## src/rtl/spi_cmd_log_pkg.sv

```systemverilog
// spi_cmd_log_pkg: register map, CTRL bit positions and FIFO entry layout
// shared by the SPI command log FIFO and its iomem front end.
package spi_cmd_log_pkg;

  // iomem register byte offsets
  localparam logic [7:0] REG_STATUS    = 8'h00;
  localparam logic [7:0] REG_HEAD_CMD  = 8'h04;
  localparam logic [7:0] REG_HEAD_ADDR = 8'h08;
  localparam logic [7:0] REG_HEAD_LEN  = 8'h0C;
  localparam logic [7:0] REG_POP       = 8'h10;
  localparam logic [7:0] REG_CTRL      = 8'h14;

  // CTRL bit indices
  localparam int CTRL_ENABLE    = 0;
  localparam int CTRL_IRQ_EN    = 1;
  localparam int CTRL_FLUSH     = 2;
  localparam int CTRL_FCODE_LSB = 8;
  localparam int CTRL_FILT_EN   = 16;

  // entry field widths
  localparam int TS_W    = 24;
  localparam int CMD_W   = 8;
  localparam int ADDR_W  = 32;
  localparam int LEN_W   = 12;
  localparam int ENTRY_W = TS_W + CMD_W + ADDR_W + LEN_W;  // 76

  // value returned for offsets outside the register map
  localparam logic [31:0] DEFAULT_RDATA = 32'hDECAFBAD;

  typedef struct packed {
    logic [TS_W-1:0]   ts;
    logic [CMD_W-1:0]  cmd;
    logic [ADDR_W-1:0] addr;
    logic [LEN_W-1:0]  len;
  } entry_t;

  // Pack one captured command into a FIFO entry.
  function automatic entry_t make_entry(input logic [TS_W-1:0] ts,
                                        input logic [CMD_W-1:0] cmd,
                                        input logic [ADDR_W-1:0] addr,
                                        input logic [LEN_W-1:0] len);
    entry_t e;
    e.ts   = ts;
    e.cmd  = cmd;
    e.addr = addr;
    e.len  = len;
    return e;
  endfunction

endpackage

```

## src/rtl/spi_cmd_log_fifo.sv

```systemverilog
// spi_cmd_log_fifo: single-clock synchronous FIFO with extra-bit pointers.
// A pop frees a slot in the same cycle, so push+pop while full succeeds.
// Flush empties the FIFO and wins over any push in the same cycle.
module spi_cmd_log_fifo #(
  parameter int WIDTH      = 76,
  parameter int DEPTH_LOG2 = 4
) (
  input  logic                  clk,
  input  logic                  reset,
  input  logic                  push_i,
  input  logic                  pop_i,
  input  logic                  flush_i,
  input  logic [WIDTH-1:0]      data_i,
  output logic [WIDTH-1:0]      head_o,
  output logic [DEPTH_LOG2:0]   count_o,
  output logic                  empty_o,
  output logic                  full_o
);

  localparam int DEPTH = 1 << DEPTH_LOG2;
  localparam logic [DEPTH_LOG2:0] PTR_ONE   = (DEPTH_LOG2+1)'(1);
  localparam logic [DEPTH_LOG2:0] DEPTH_CNT = (DEPTH_LOG2+1)'(DEPTH);

  logic [WIDTH-1:0]    mem_q [DEPTH];
  logic [DEPTH_LOG2:0] wptr_q, wptr_d;
  logic [DEPTH_LOG2:0] rptr_q, rptr_d;
  logic                do_pop_s;
  logic                do_push_s;

  assign count_o   = wptr_q - rptr_q;
  assign empty_o   = (wptr_q == rptr_q);
  assign full_o    = (count_o == DEPTH_CNT);
  assign head_o    = mem_q[rptr_q[DEPTH_LOG2-1:0]];
  assign do_pop_s  = pop_i && !empty_o && !flush_i;
  assign do_push_s = push_i && !flush_i && (!full_o || do_pop_s);

  // Next pointer values: flush clears both, otherwise advance on push/pop.
  always_comb begin
    wptr_d = wptr_q;
    rptr_d = rptr_q;
    if (flush_i) begin
      wptr_d = '0;
      rptr_d = '0;
    end else begin
      if (do_push_s) begin
        wptr_d = wptr_q + PTR_ONE;
      end else begin
        wptr_d = wptr_q;
      end
      if (do_pop_s) begin
        rptr_d = rptr_q + PTR_ONE;
      end else begin
        rptr_d = rptr_q;
      end
    end
  end

  // Pointer registers.
  always_ff @(posedge clk or posedge reset) begin
    if (reset) begin
      wptr_q <= '0;
      rptr_q <= '0;
    end else begin
      wptr_q <= wptr_d;
      rptr_q <= rptr_d;
    end
  end

  // Storage array write port (contents need no reset, pointers guard reads).
  always_ff @(posedge clk) begin
    if (do_push_s) begin
      mem_q[wptr_q[DEPTH_LOG2-1:0]] <= data_i;
    end
  end

endmodule

```

## src/rtl/spi_cmd_log.sv

```systemverilog
// spi_cmd_log: timestamps every uspispy command strobe into a FIFO that
// picosoc firmware drains over iomem.  Register effects occur on the clock
// edge that raises ready, so each transaction acts exactly once.
// Optional: define SPI_CMD_LOG_FILTER_EN to implement the CTRL[16:8] opcode filter.
module spi_cmd_log
  import spi_cmd_log_pkg::*;
#(
  parameter int DEPTH_LOG2 = 4,
  parameter int TS_WIDTH   = 24,
  parameter int PRESCALE   = 16
) (
  input  logic        clk,
  input  logic        reset,
  input  logic        spi_cmd_strobe,
  input  logic [7:0]  spi_cmd,
  input  logic [31:0] spi_addr,
  input  logic [11:0] spi_len,
  input  logic        sel,
  input  logic [7:0]  addr,
  input  logic [3:0]  wstrb,
  input  logic [31:0] wdata,
  output logic [31:0] rdata,
  output logic        ready,
  output logic        irq
);

  localparam logic [15:0]         PRESC_MAX = 16'(PRESCALE - 1);
  localparam logic [15:0]         PRESC_ONE = 16'd1;
  localparam logic [TS_WIDTH-1:0] TS_ONE    = TS_WIDTH'(1);

  logic [15:0]         presc_q, presc_d;
  logic [TS_WIDTH-1:0] ts_q, ts_d;
  logic                ready_q;
  logic [31:0]         rdata_q, rdata_d;
  logic                enable_q, irq_en_q;
  logic [15:0]         ovf_q;
  logic                filt_en_s;
  logic [7:0]          filt_code_s;
  logic                access_s, wr_s, pop_s, ctrl_wr_s, flush_s;
  logic                push_req_s, drop_s;
  entry_t              head_s;
  logic [DEPTH_LOG2:0] count_s;
  logic                empty_s, full_s;
  logic                unused_s;

  assign unused_s  = ^wdata;
  assign access_s  = sel && !ready_q;
  assign wr_s      = access_s && (wstrb != 4'h0);
  assign pop_s     = wr_s && (addr == REG_POP);
  assign ctrl_wr_s = wr_s && (addr == REG_CTRL);
  assign flush_s   = ctrl_wr_s && wstrb[0] && wdata[CTRL_FLUSH];

  // A strobe is eligible when logging is enabled, no flush is underway and it is not filtered.
  assign push_req_s = spi_cmd_strobe && enable_q && !flush_s &&
                      !(filt_en_s && (spi_cmd == filt_code_s));
  // Full drops only when no pop frees a slot in the same cycle.
  assign drop_s     = push_req_s && full_s && !pop_s;

  spi_cmd_log_fifo #(
    .WIDTH      (ENTRY_W),
    .DEPTH_LOG2 (DEPTH_LOG2)
  ) u_fifo (
    .clk     (clk),
    .reset   (reset),
    .push_i  (push_req_s),
    .pop_i   (pop_s),
    .flush_i (flush_s),
    .data_i  (make_entry(TS_W'(ts_q), spi_cmd, spi_addr, spi_len)),
    .head_o  (head_s),
    .count_o (count_s),
    .empty_o (empty_s),
    .full_o  (full_s)
  );

  assign rdata = rdata_q;
  assign ready = ready_q;
  assign irq   = !empty_s && irq_en_q;

  // Prescaler and microsecond timestamp next state.
  always_comb begin
    presc_d = presc_q + PRESC_ONE;
    ts_d    = ts_q;
    if (presc_q >= PRESC_MAX) begin
      presc_d = '0;
      ts_d    = ts_q + TS_ONE;
    end else begin
      ts_d    = ts_q;
    end
  end

  // Prescaler and timestamp registers.
  always_ff @(posedge clk or posedge reset) begin
    if (reset) begin
      presc_q <= '0;
      ts_q    <= '0;
    end else begin
      presc_q <= presc_d;
      ts_q    <= ts_d;
    end
  end

`ifdef SPI_CMD_LOG_FILTER_EN
  logic       filt_en_q;
  logic [7:0] filt_code_q;

  assign filt_en_s   = filt_en_q;
  assign filt_code_s = filt_code_q;

  // Opcode filter configuration (CTRL bytes 1 and 2).
  always_ff @(posedge clk or posedge reset) begin
    if (reset) begin
      filt_en_q   <= 1'b0;
      filt_code_q <= 8'h00;
    end else begin
      if (ctrl_wr_s && wstrb[1]) filt_code_q <= wdata[CTRL_FCODE_LSB +: 8];
      if (ctrl_wr_s && wstrb[2]) filt_en_q   <= wdata[CTRL_FILT_EN];
    end
  end
`else
  assign filt_en_s   = 1'b0;
  assign filt_code_s = 8'h00;
`endif

  // CTRL enable / irq_en bits.
  always_ff @(posedge clk or posedge reset) begin
    if (reset) begin
      enable_q <= 1'b1;
      irq_en_q <= 1'b0;
    end else if (ctrl_wr_s && wstrb[0]) begin
      enable_q <= wdata[CTRL_ENABLE];
      irq_en_q <= wdata[CTRL_IRQ_EN];
    end
  end

  // Saturating overflow counter, cleared by flush.
  always_ff @(posedge clk or posedge reset) begin
    if (reset) begin
      ovf_q <= 16'h0000;
    end else if (flush_s) begin
      ovf_q <= 16'h0000;
    end else if (drop_s && (ovf_q != 16'hFFFF)) begin
      ovf_q <= ovf_q + 16'h0001;
    end
  end

  // Read data mux; head registers read 0 while the FIFO is empty.
  always_comb begin
    rdata_d = DEFAULT_RDATA;
    case (addr)
      REG_STATUS:    rdata_d = {ovf_q, 6'h00, full_s, empty_s, 8'(count_s)};
      REG_HEAD_CMD:  rdata_d = empty_s ? 32'h0 : {head_s.ts, head_s.cmd};
      REG_HEAD_ADDR: rdata_d = empty_s ? 32'h0 : head_s.addr;
      REG_HEAD_LEN:  rdata_d = empty_s ? 32'h0 : {20'h00000, head_s.len};
      REG_POP:       rdata_d = 32'h0;
      REG_CTRL:      rdata_d = {15'h0000, filt_en_s, filt_code_s, 5'h00,
                                1'b0, irq_en_q, enable_q};
      default:       rdata_d = DEFAULT_RDATA;
    endcase
  end

  // iomem handshake: one-cycle ready pulse, rdata held at 0 outside it.
  always_ff @(posedge clk or posedge reset) begin
    if (reset) begin
      ready_q <= 1'b0;
      rdata_q <= 32'h0;
    end else begin
      ready_q <= access_s;
      rdata_q <= access_s ? rdata_d : 32'h0;
    end
  end

endmodule

```

## config.mk

```make
export PLATFORM = sky130hd
export DESIGN_NAME = spi_cmd_log
export DESIGN_NICKNAME = d
export VERILOG_FILES = /design/src/rtl/spi_cmd_log_pkg.sv /design/src/rtl/spi_cmd_log_fifo.sv /design/src/rtl/spi_cmd_log.sv
export SDC_FILE = /design/constraint.sdc
export NUM_CORES = 1
export LEC_CHECK = 0
export ABC_AREA = 1
export CORE_MARGIN = 5
export CORE_UTILIZATION = 35
export CTS_CLUSTER_DIAMETER = 80
export DETAILED_ROUTE_END_ITERATION = 6
export PLACE_DENSITY_LB_ADDON = 0.05
export SYNTH_ARGS = -nofsm -noshare
export SYNTH_HDL_FRONTEND = slang
export SYNTH_SLANG_ARGS = --single-unit
```

## constraint.sdc

```tcl
create_clock -name clk -period 6.2 [get_ports clk]
set_input_delay 0.93 -clock clk [delete_from_list [all_inputs] [get_ports clk]]
set_output_delay 0.93 -clock clk [all_outputs]
set_load 0.1 [all_outputs]
```

# Word-level counts from Yosys, hierarchy flattened
# Memory sizes are Yosys's and may differ from the RTL's.
# Index checks and enable logic that the tools add are counted.
[totals] ram_bits=1216 out_inout_bits=34 wordCells=66 memories=1 ff_bits=101
[memory_table] memory="u_fifo.mem_q" words=16 width=76 read_ports=1 rd_ports_with_merged_regs=0 wr=1 line="spi_cmd_log_fifo.sv:24" source="logic [WIDTH-1:0] mem_q [DEPTH];"
[classes] n_reduce_logical=27 n_eq_ne=8 magnitude_cmp=1 mux=14 n_addsub=6
[ops] cell="one-hot mux 32 bit (6 select lines)" count=1
[ops] cell="two-way mux 32 bit" count=3
[ops] cell="two-way mux 16 bit" count=3
[ops] cell="adder 16 x 1 -> 16 bit (second input constant)" count=2
[ops] cell="adder 24 x 1 -> 24 bit (second input constant)" count=1
[ops] cell="two-way mux 5 bit" count=4
[ops] cell="equality test 8 x 4 -> 1 bit (second input constant)" count=2
[ops] cell="equality test 8 x 5 -> 1 bit (second input constant)" count=2
[ops] cell=">= comparator 16 x 4 -> 1 bit (second input constant)" count=1
[ops] cell="logical AND 1 bit" count=16
[ops] cell="inequality test 16 bit (second input constant)" count=1
[ops] cell="two-way mux 12 bit" count=1
[ops] cell="adder 5 x 1 -> 5 bit (second input constant)" count=2
[ops] cell="equality test 8 x 3 -> 1 bit (second input constant)" count=1
[ops] cell="zero test 8 bit" count=1
[ops] cell="nonzero test 2 bit" count=3
[ops] cell="equality test 5 bit" count=1
[ops] cell="equality test 5 bit (second input constant)" count=1
[ops] cell="zero test 1 bit" count=5
[ops] cell="subtractor 5 bit" count=1
[ops] cell="nonzero test 4 bit" count=1
[ops] cell="two-way mux 1 bit" count=2
[ops] cell="logical OR 1 bit" count=1

# Logic depth before layout (Yosys ltp)
# Gate-level depths: netlist (run 1).
[depth] word_depth=13 depth_mapped=17 mapped_depth_nobuf=14

# Hierarchy
# From an unflattened synthesis (run 1), not the netlist that was laid out.
[hier_totals] cells_unflattened=4190 hier_area_um2=52863.2
[by_module_without_submodules] module="spi_cmd_log_fifo" n_inst=1 cells_each=3444 area_each_um2=47594.4 seq_area_each_um2=36765.3
[by_module_without_submodules] module="spi_cmd_log" n_inst=1 cells_each=746 area_each_um2=5268.8 seq_area_each_um2=2278.4

# Least setup slack after synthesis (run 1)
# OpenSTA, ideal clock, no wires.
[synth_path] path_kind="flip-flop to flip-flop" startpoint="register u_fifo.rptr_q[3]" endpoint="memory u_fifo.mem_q[11][0] (enable)" stages_incl_launch_ff=15 path_slack_ns=0.341 path_buffers=3 required_ns=5.690 t_arrival_ns=5.349 path_cell_list="dfrtp_1 -> buf_2 -> inv_2 -> buf_1 -> buf_2 -> ha_1 -> a21oi_1 -> nand2_1 -> xnor2_1 -> nor2_1 -> nand2_2 -> nand2_4 -> clkinv_2 -> nand2_1 -> nor2_1"
[synth_between] elab_chain_len=8
[synth_lines] item="from (decl)" line="spi_cmd_log_fifo.sv:26" source="logic [DEPTH_LOG2:0] rptr_q, rptr_d;"
[synth_lines] item="from (signal assigned)" line="spi_cmd_log_fifo.sv:65" source="rptr_q <= rptr_d;"
[synth_lines] item="branches (longest 4 deep; another with subtractor 5 bit)"
[synth_lines] item="logical OR 1 bit (*)" line="spi_cmd_log_fifo.sv:35" source="assign do_push_s = push_i && !flush_i && (!full_o || do_pop_s);"
[synth_lines] item="logical AND 1 bit (*)" line="spi_cmd_log_fifo.sv:35"
[synth_lines] item="two-way mux 1 bit (*)" line="spi_cmd_log_fifo.sv:71" source="if (do_push_s) begin"
[synth_lines] item="two-way mux 1 bit (not written as such) (*)" line="spi_cmd_log_fifo.sv:72" source="mem_q[wptr_q[DEPTH_LOG2-1:0]] <= data_i;"
[synth_lines] item="to (decl)" line="spi_cmd_log_fifo.sv:24"
# Mark *: on every way between the ends.

# Worst setup path after layout (run 1)
[layout_path] startpoint="register u_fifo.rptr_q[1]" endpoint="output port irq"
[layout_between] elab_chain_len=3
[layout_lines] item="equality test 5 bit" line="spi_cmd_log_fifo.sv:31" source="assign empty_o = (wptr_q == rptr_q);"
[layout_lines] item="zero test 1 bit" line="spi_cmd_log.sv:77" source="assign irq = !empty_s && irq_en_q;"
[layout_lines] item="logical AND 1 bit" line="spi_cmd_log.sv:77"
[layout_lines] item="to (decl)" line="spi_cmd_log.sv:24" source="output logic irq"
# Every way passes these cells.

==> results of run 1 <==
logic make-up after synthesis:
kind of cell / after synthesis
other: 1
DFF: 1317
xor gates and xnor gates: 42
buffers and inverters: 768
adders and majority gates: 13
and+or+nand+nor: 2443
AOI/OAI and AO/OA: 478
area by class of cell:
class,count,area [sq um]
Clock buffer,218,4150
Fill cell,15300,95000
Sequential cell,1317,39100
Clock inverter,55,547
Inverter,499,1920
Multi-Input combinational cell,2988,13500
Antenna cell,1,2.50
Tap cell,2072,2590
Timing Repair Buffer,178,1830
power by group:
part	switching, mW	total [mW]	internal (mW)
clock	3.70	8.53	4.83
combinational	1.88	2.50	0.619
sequential	0.302	10.8	10.5
placed cells by master, fill, tap and decap left out, types with 8 or more instances in the layout:
cell type / count
clkinv_2: 14
o21ai_0: 336
nand3_2: 12
nor3_1: 15
xnor2_1: 8
clkinv_1: 25
buf_12: 19
o211ai_1: 97
o21ai_1: 31
clkdlybuf4s50_1: 103
clkbuf_16: 154
nor2_1: 645
dfrtp_1: 97
inv_1: 490
xor2_1: 33
nand3_1: 511
conb_1: 12
ha_1: 12
clkbuf_1: 58
nor2_4: 20
buf_4: 56
nand4_1: 26
nand2_1: 1193
edfxtp_1: 1216
routing by layer:
metal / track usage / up-vias / part of all wire
met5: 0 / - / 0
met4: 0.0444 / 0 / 0.020
met3: 0.0265 / 219 / 0.037
met2: 0.311 / 643 / 0.48
met1: 0.264 / 17500 / 0.47
li1: - / 17200 / -
registers in the layout (all words and copies together) (netlist names):
name	flops
u_fifo.rptr_q	5
ready	1
u_fifo.mem_q	1216
ovf_q	16
rdata	32
ts_q	24
u_fifo.wptr_q	5
enable_q	1
presc_q	16
irq_en_q	1
path summary, 6_finish.rpt:
path / start / end / cells after the start
max: u_fifo.rptr_q[1] / irq / 8
max in group asynchronous: reset / u_fifo.rptr_q[1] / 3
min: presc_q[0] / presc_q[0] / 1
min in group asynchronous: reset / ovf_q[9] / 2
min reg2reg: presc_q[0] / presc_q[0] / 1
max reg2reg: u_fifo.rptr_q[1] / u_fifo.mem_q[0][17] / 12
through the flow:
stage          setup WS [ns]  std cells   util
6_report                1.82       7328  0.401
5_1_grt                 1.59       7327  0.401
4_1_cts                 1.71       7327  0.401
3_5_place_dp            1.54       7054  0.371
3_3_place_gp            1.55       7054  0.371
2_1_floorplan          0.341       5073      -
worst reg2reg max path, delay by kind of cell, from the launching register on:
kind                     cells  cell delay [ns]
XOR/XNOR                     1             0.22
adder cells (fa/ha/maj)      1             0.58
buffers and inverters        3             0.95
flip-flops                   1             0.91
AND/OR/NAND/NOR              7             1.33
==> results.yml, run 1 <==
drt:
  drtIter0Drc: 2470
  detail-route-antenna-nets: 0
  drc: 0
  vias: 35500
  wl_um: 160000
  drt_pass1_iterations: 5
  viasPerCell: 4.85
  wire_per_inst_um: 21.9
clock_network:
  clk_pin_slew_ns: 0.06
  cts_max_level: 4
  cts-root-buf: "clkbuf_16"
  holdBufCountCts: 0
  cts_tree: "yes"
  cts_sinks: 1317
  cts_setup_buffers: 0
  clock_latency_ns: 0.79
  cts_made_buffers: 153
  cts_resized: 0
  cts_buffer_depth: 3
place:
  globalplace.congestion: 0.753
  io_buffer_count: 104
  placed_area_sq_um: 58900
  hpwl_um: 83000
timing:
  hold_ws_ns: 0.458
  hold_viol: 0
  slew_viol_final: 0
  finClkSkew_ns: 0.0377
  rsz0062_at_grt: "no"
  max_freq_mhz: 229
  fin_setup_tns_ns: 0
  slew-limit-headroom: 0.253
  worst_slew_pin_slew_ns: 1.12
  period_share: 0.706
  finalSetupViolations: 0
  fin_crit_ns: 4.38
pwr:
  irDropWorstVdd_mv: 0.282
  p_leak_nw: 23.9
  power_density_nw_per_um2: 344
  power_mw: 21.9
synthesis:
  synth.area.mux_share: 0
  synth_top_family_by_area: "simple AND/OR/NAND/NOR gates"
  netlist.area_leader.share: 0.654
  avgSynthCellArea_sq_um: 11.0
  synthAdderAreaFrac: 0.00305
  synth_most_common_cell: "edfxtp_1"
  synth_compound_area_frac: 0.0475
  synthArstFlopShare: 0.0767
  synth_flop_cell: "edfxtp_1"
  yosys_warnings: 0
  synth.distinct_cells: 44
  synth_seq_cells: 1317
  ys_top_cells_by_count: "1216 x edfxtp_1, 1193 x nand2_1, 664 x nor2_1"
  ys_seq_area_frac: 0.700
  synthXorXnorAreaFrac: 0.00672
  syn_inst: 5062
  yosys.area_share.simple: 0.180
  yosysTopAreaCell: "edfxtp_1"
  synth.cell_area_sq_um: 55800
  synth_area_leaders: "edfxtp_1 65%, nand2_1 8.0%, nand3_1 4.6%"
  synth_edf_count: 1216
worst_setup_path:
  critPathMaxStageDelay_ns: 0.91
  cp_max_fo: 81
  critical_path.slowest_cell: "dfrtp_4"
  critical_path.endpoint_type: "output pin"
  cp_top_family: "flip-flops"
  cp-start-kind: "flop"
  worstPathArrival_ns: 3.45
  cp.required_ns: 5.27
  cp.buffers_inverters: 3
  cpMostUsedCell: "nand2_1"
  critPathKind: "flop to output pin"
  crit_path_cell_trace: "inv_8 -> ha_1 -> nand2_1 -> nor3_1 -> nand2_1 -> inv_1 -> nor2_1 -> buf_4"
  reg2reg_slack_ns: 1.87
worst_hold_path:
  hold_class: "flop to flop"
floorplanning:
  rows: 146
  core_region_area_sq_um: 159000
  die-height_um: 409
  die_x_um: 409
  start_util: 0.352
  dieArea_sq_um: 168000
  ios: 134
run_status:
  status: "finished, final reports clean"
layout:
  areaGrowthSynthToFinish_pct: 13.9
  fin_nets: 5250
  final_cell_area_sq_um: 63600
  drive_above_1_share: 0.0626
global_routing:
  grt_first_pass_wirelength_um: 237000
  grt_max_degree: 297
  grt_pass1_vias: 34400
  antenna_found_initial: 3
  grtUsageTotal: 0.188
  grt-ovfl-total: 0
job:
  maxCapViolCount: 0
No activity file was read; power rests on OpenSTA's default activity.
==> inputs of run 2 (changes only) <==
- clock period: 6.2 -> 4.14 ns (I/O delays scaled with it)
==> run 2 against run 1 <==
Against the previous run:
- design area grew 1.3%
- first-iteration DRC count grew 11%
- combinational power grew 56%
- worst hold slack lost 0.13 ns
- clock skew shrank 0.014 ns
- critical path depth grew 6
- sequential cell count is the same
- global-route usage grew 0.84 points
- sequential power grew 50%
- via count grew 1.1%
- die area is the same
- largest cell class unchanged
==> results.yml, run 2 (synthesis gave the netlist of run 1 again) <==
run_status:
  status: "finished, final reports clean"
drt:
  vias: 35900
  wl_met1_um: 78200
  drtIter0Drc: 2739
  viasPerCell: 4.87
  detail-route-antenna-nets: 0
  wire_per_inst_um: 22.7
  highest_layer: "met4"
  drc: 0
  drt_pass1_iterations: 5
  wl_met2_um: 78600
  wl_um: 167000
  dr_wl_met3_um: 6550
timing:
  slew_viol_final: 0
  finClkSkew_ns: 0.0234
  max_freq_mhz: 294
  slew-limit-headroom: 0.303
  worst_slew_pin_slew_ns: 1.04
  period_share: 0.822
  finalSetupViolations: 0
  layout_setup_ws_ns: 0.736
  fin_crit_ns: 3.40
  hold_viol: 0
  rsz0062_at_grt: "no"
worst_setup_path:
  critPathKind: "flop to flop"
  cp-start-kind: "flop"
  cp.required_ns: 4.60
  cp_max_fo: 21
  r2r_cells: 14
  worstPathArrival_ns: 3.86
  critical_path.endpoint_type: "flop"
global_routing:
  antenna_found_initial: 5
  grt_max_degree: 166
  grt_first_pass_wirelength_um: 245000
  grt_pass1_vias: 34600
  grt-ovfl-total: 0
  grtUsageTotal: 0.197
layout:
  drive_above_1_share: 0.0713
  largest_reg_flops: 1216
  fin_nets: 5285
  layout_common_cells: "1216 x edfxtp_1, 1193 x nand2_1, 645 x nor2_1"
  instances_no_fill: 7375
  mostFrequentLayoutCell: "edfxtp_1"
  areaGrowthSynthToFinish_pct: 15.4
pwr:
  switching_share: 0.265
  power_mw: 33.4
  comb_power_share: 0.117
  irDropWorstVdd_mv: 0.437
  p_leak_nw: 24.3
  p_int_mw: 24.5
  power_frac_seq: 0.486
  pwr-share-clk: 0.397
  switching_power_mw: 8.84
  power_density_nw_per_um2: 518
clock_network:
  cts_buffer_depth: 3
  cts_setup_buffers: 0
  clk_pin_slew_ns: 0.05
  clock_latency_ns: 0.79
  cts-root-buf: "clkbuf_16"
  cts_max_level: 4
  holdBufCountCts: 0
  cts_tree: "yes"
  cts_resized: 0
  cts_made_buffers: 156
  cts_sinks: 1317
floorplanning:
  rows: 146
  dieArea_sq_um: 168000
  ios: 134
  start_util: 0.352
  core_region_area_sq_um: 159000
  die_x_um: 409
  die-height_um: 409
place:
  globalplace.congestion: 0.751
  placedCellCount: 7086
  pre_cts_ws_ns: 0.436
  hpwl_um: 89800
  io_buffer_count: 104
worst_hold_path:
  hold_class: "primary input to async pin"
job:
  maxCapViolCount: 0
==> run 2: layout make-up <==
| type | count | area [sq um] |
|---|---|---|
| inverter | 499 | 1920 |
| tap | 2072 | 2590 |
| fill | 15200 | 94200 |
| sequential | 1317 | 39100 |
| clock inverter | 80 | 653 |
| clock buffer | 205 | 4280 |
| timing repair buffer | 210 | 2420 |
| multi-input combinational | 2988 | 13500 |
| antenna | 4 | 10.0 |
==> run 2: path summary, 6_finish.rpt <==
kind / start / to / slack, ns
min in group clk: wdata[0] / enable_q / 0.40
hold reg to reg: presc_q[0] / presc_q[0] / 0.47
setup / recovery: u_fifo.wptr_q[0] / u_fifo.mem_q[4][48] / 0.74
hold / removal: reset / ovf_q[12] / 0.33
setup reg to reg: u_fifo.wptr_q[0] / u_fifo.mem_q[4][48] / 0.74
max in group asynchronous: reset / rdata[13] / 2.94
==> run 2: critical path, stage by stage (launching register included) <==
cell	delay, ns
dfrtp_1	0.43
inv_1	0.16
ha_1	0.17
inv_1	0.06
fa_1	0.41
xor2_1	0.23
nor3_1	0.10
nand2_1	0.07
nor2_1	0.05
nand2_2	0.11
nand2_4	0.10
clkinv_2	0.12
nand2_2	0.15
nor2_4	0.62
buf_12	0.28
==> run 2: layer usage <==
metal / up-vias / track usage
met1: 17800 / 0.277
li1: 17300 / -
met4: 0 / 0.0525
met3: 202 / 0.0294
met2: 659 / 0.319
met5: - / 0
==> run 2: through the flow <==
stage | area, sq um | utilization | hold WS [ns] | setup TNS [ns]
3_3_place_gp | 59400 | 0.375 | 0.449 | 0
2_1_floorplan | 55900 | - | 0.433 | -450.67
6_report | 64400 | 0.406 | 0.330 | 0
4_1_cts | 64400 | 0.406 | 0.309 | 0
3_5_place_dp | 59400 | 0.375 | 0.457 | 0
5_1_grt | 64400 | 0.406 | 0.375 | 0
==> run 2: power by group through the flow <==
stage / Combinational [mW] / Clock [mW] / Sequential [mW]
final: 3.90 / 13.3 / 16.2
after global placement: 4.00 / 0 / 16.5
after global routing: 4.32 / 14.2 / 16.3
after floorplan: 2.26 / 0 / 16.5
after CTS: 4.01 / 13.7 / 16.2
after detailed placement: 4.00 / 0 / 16.5
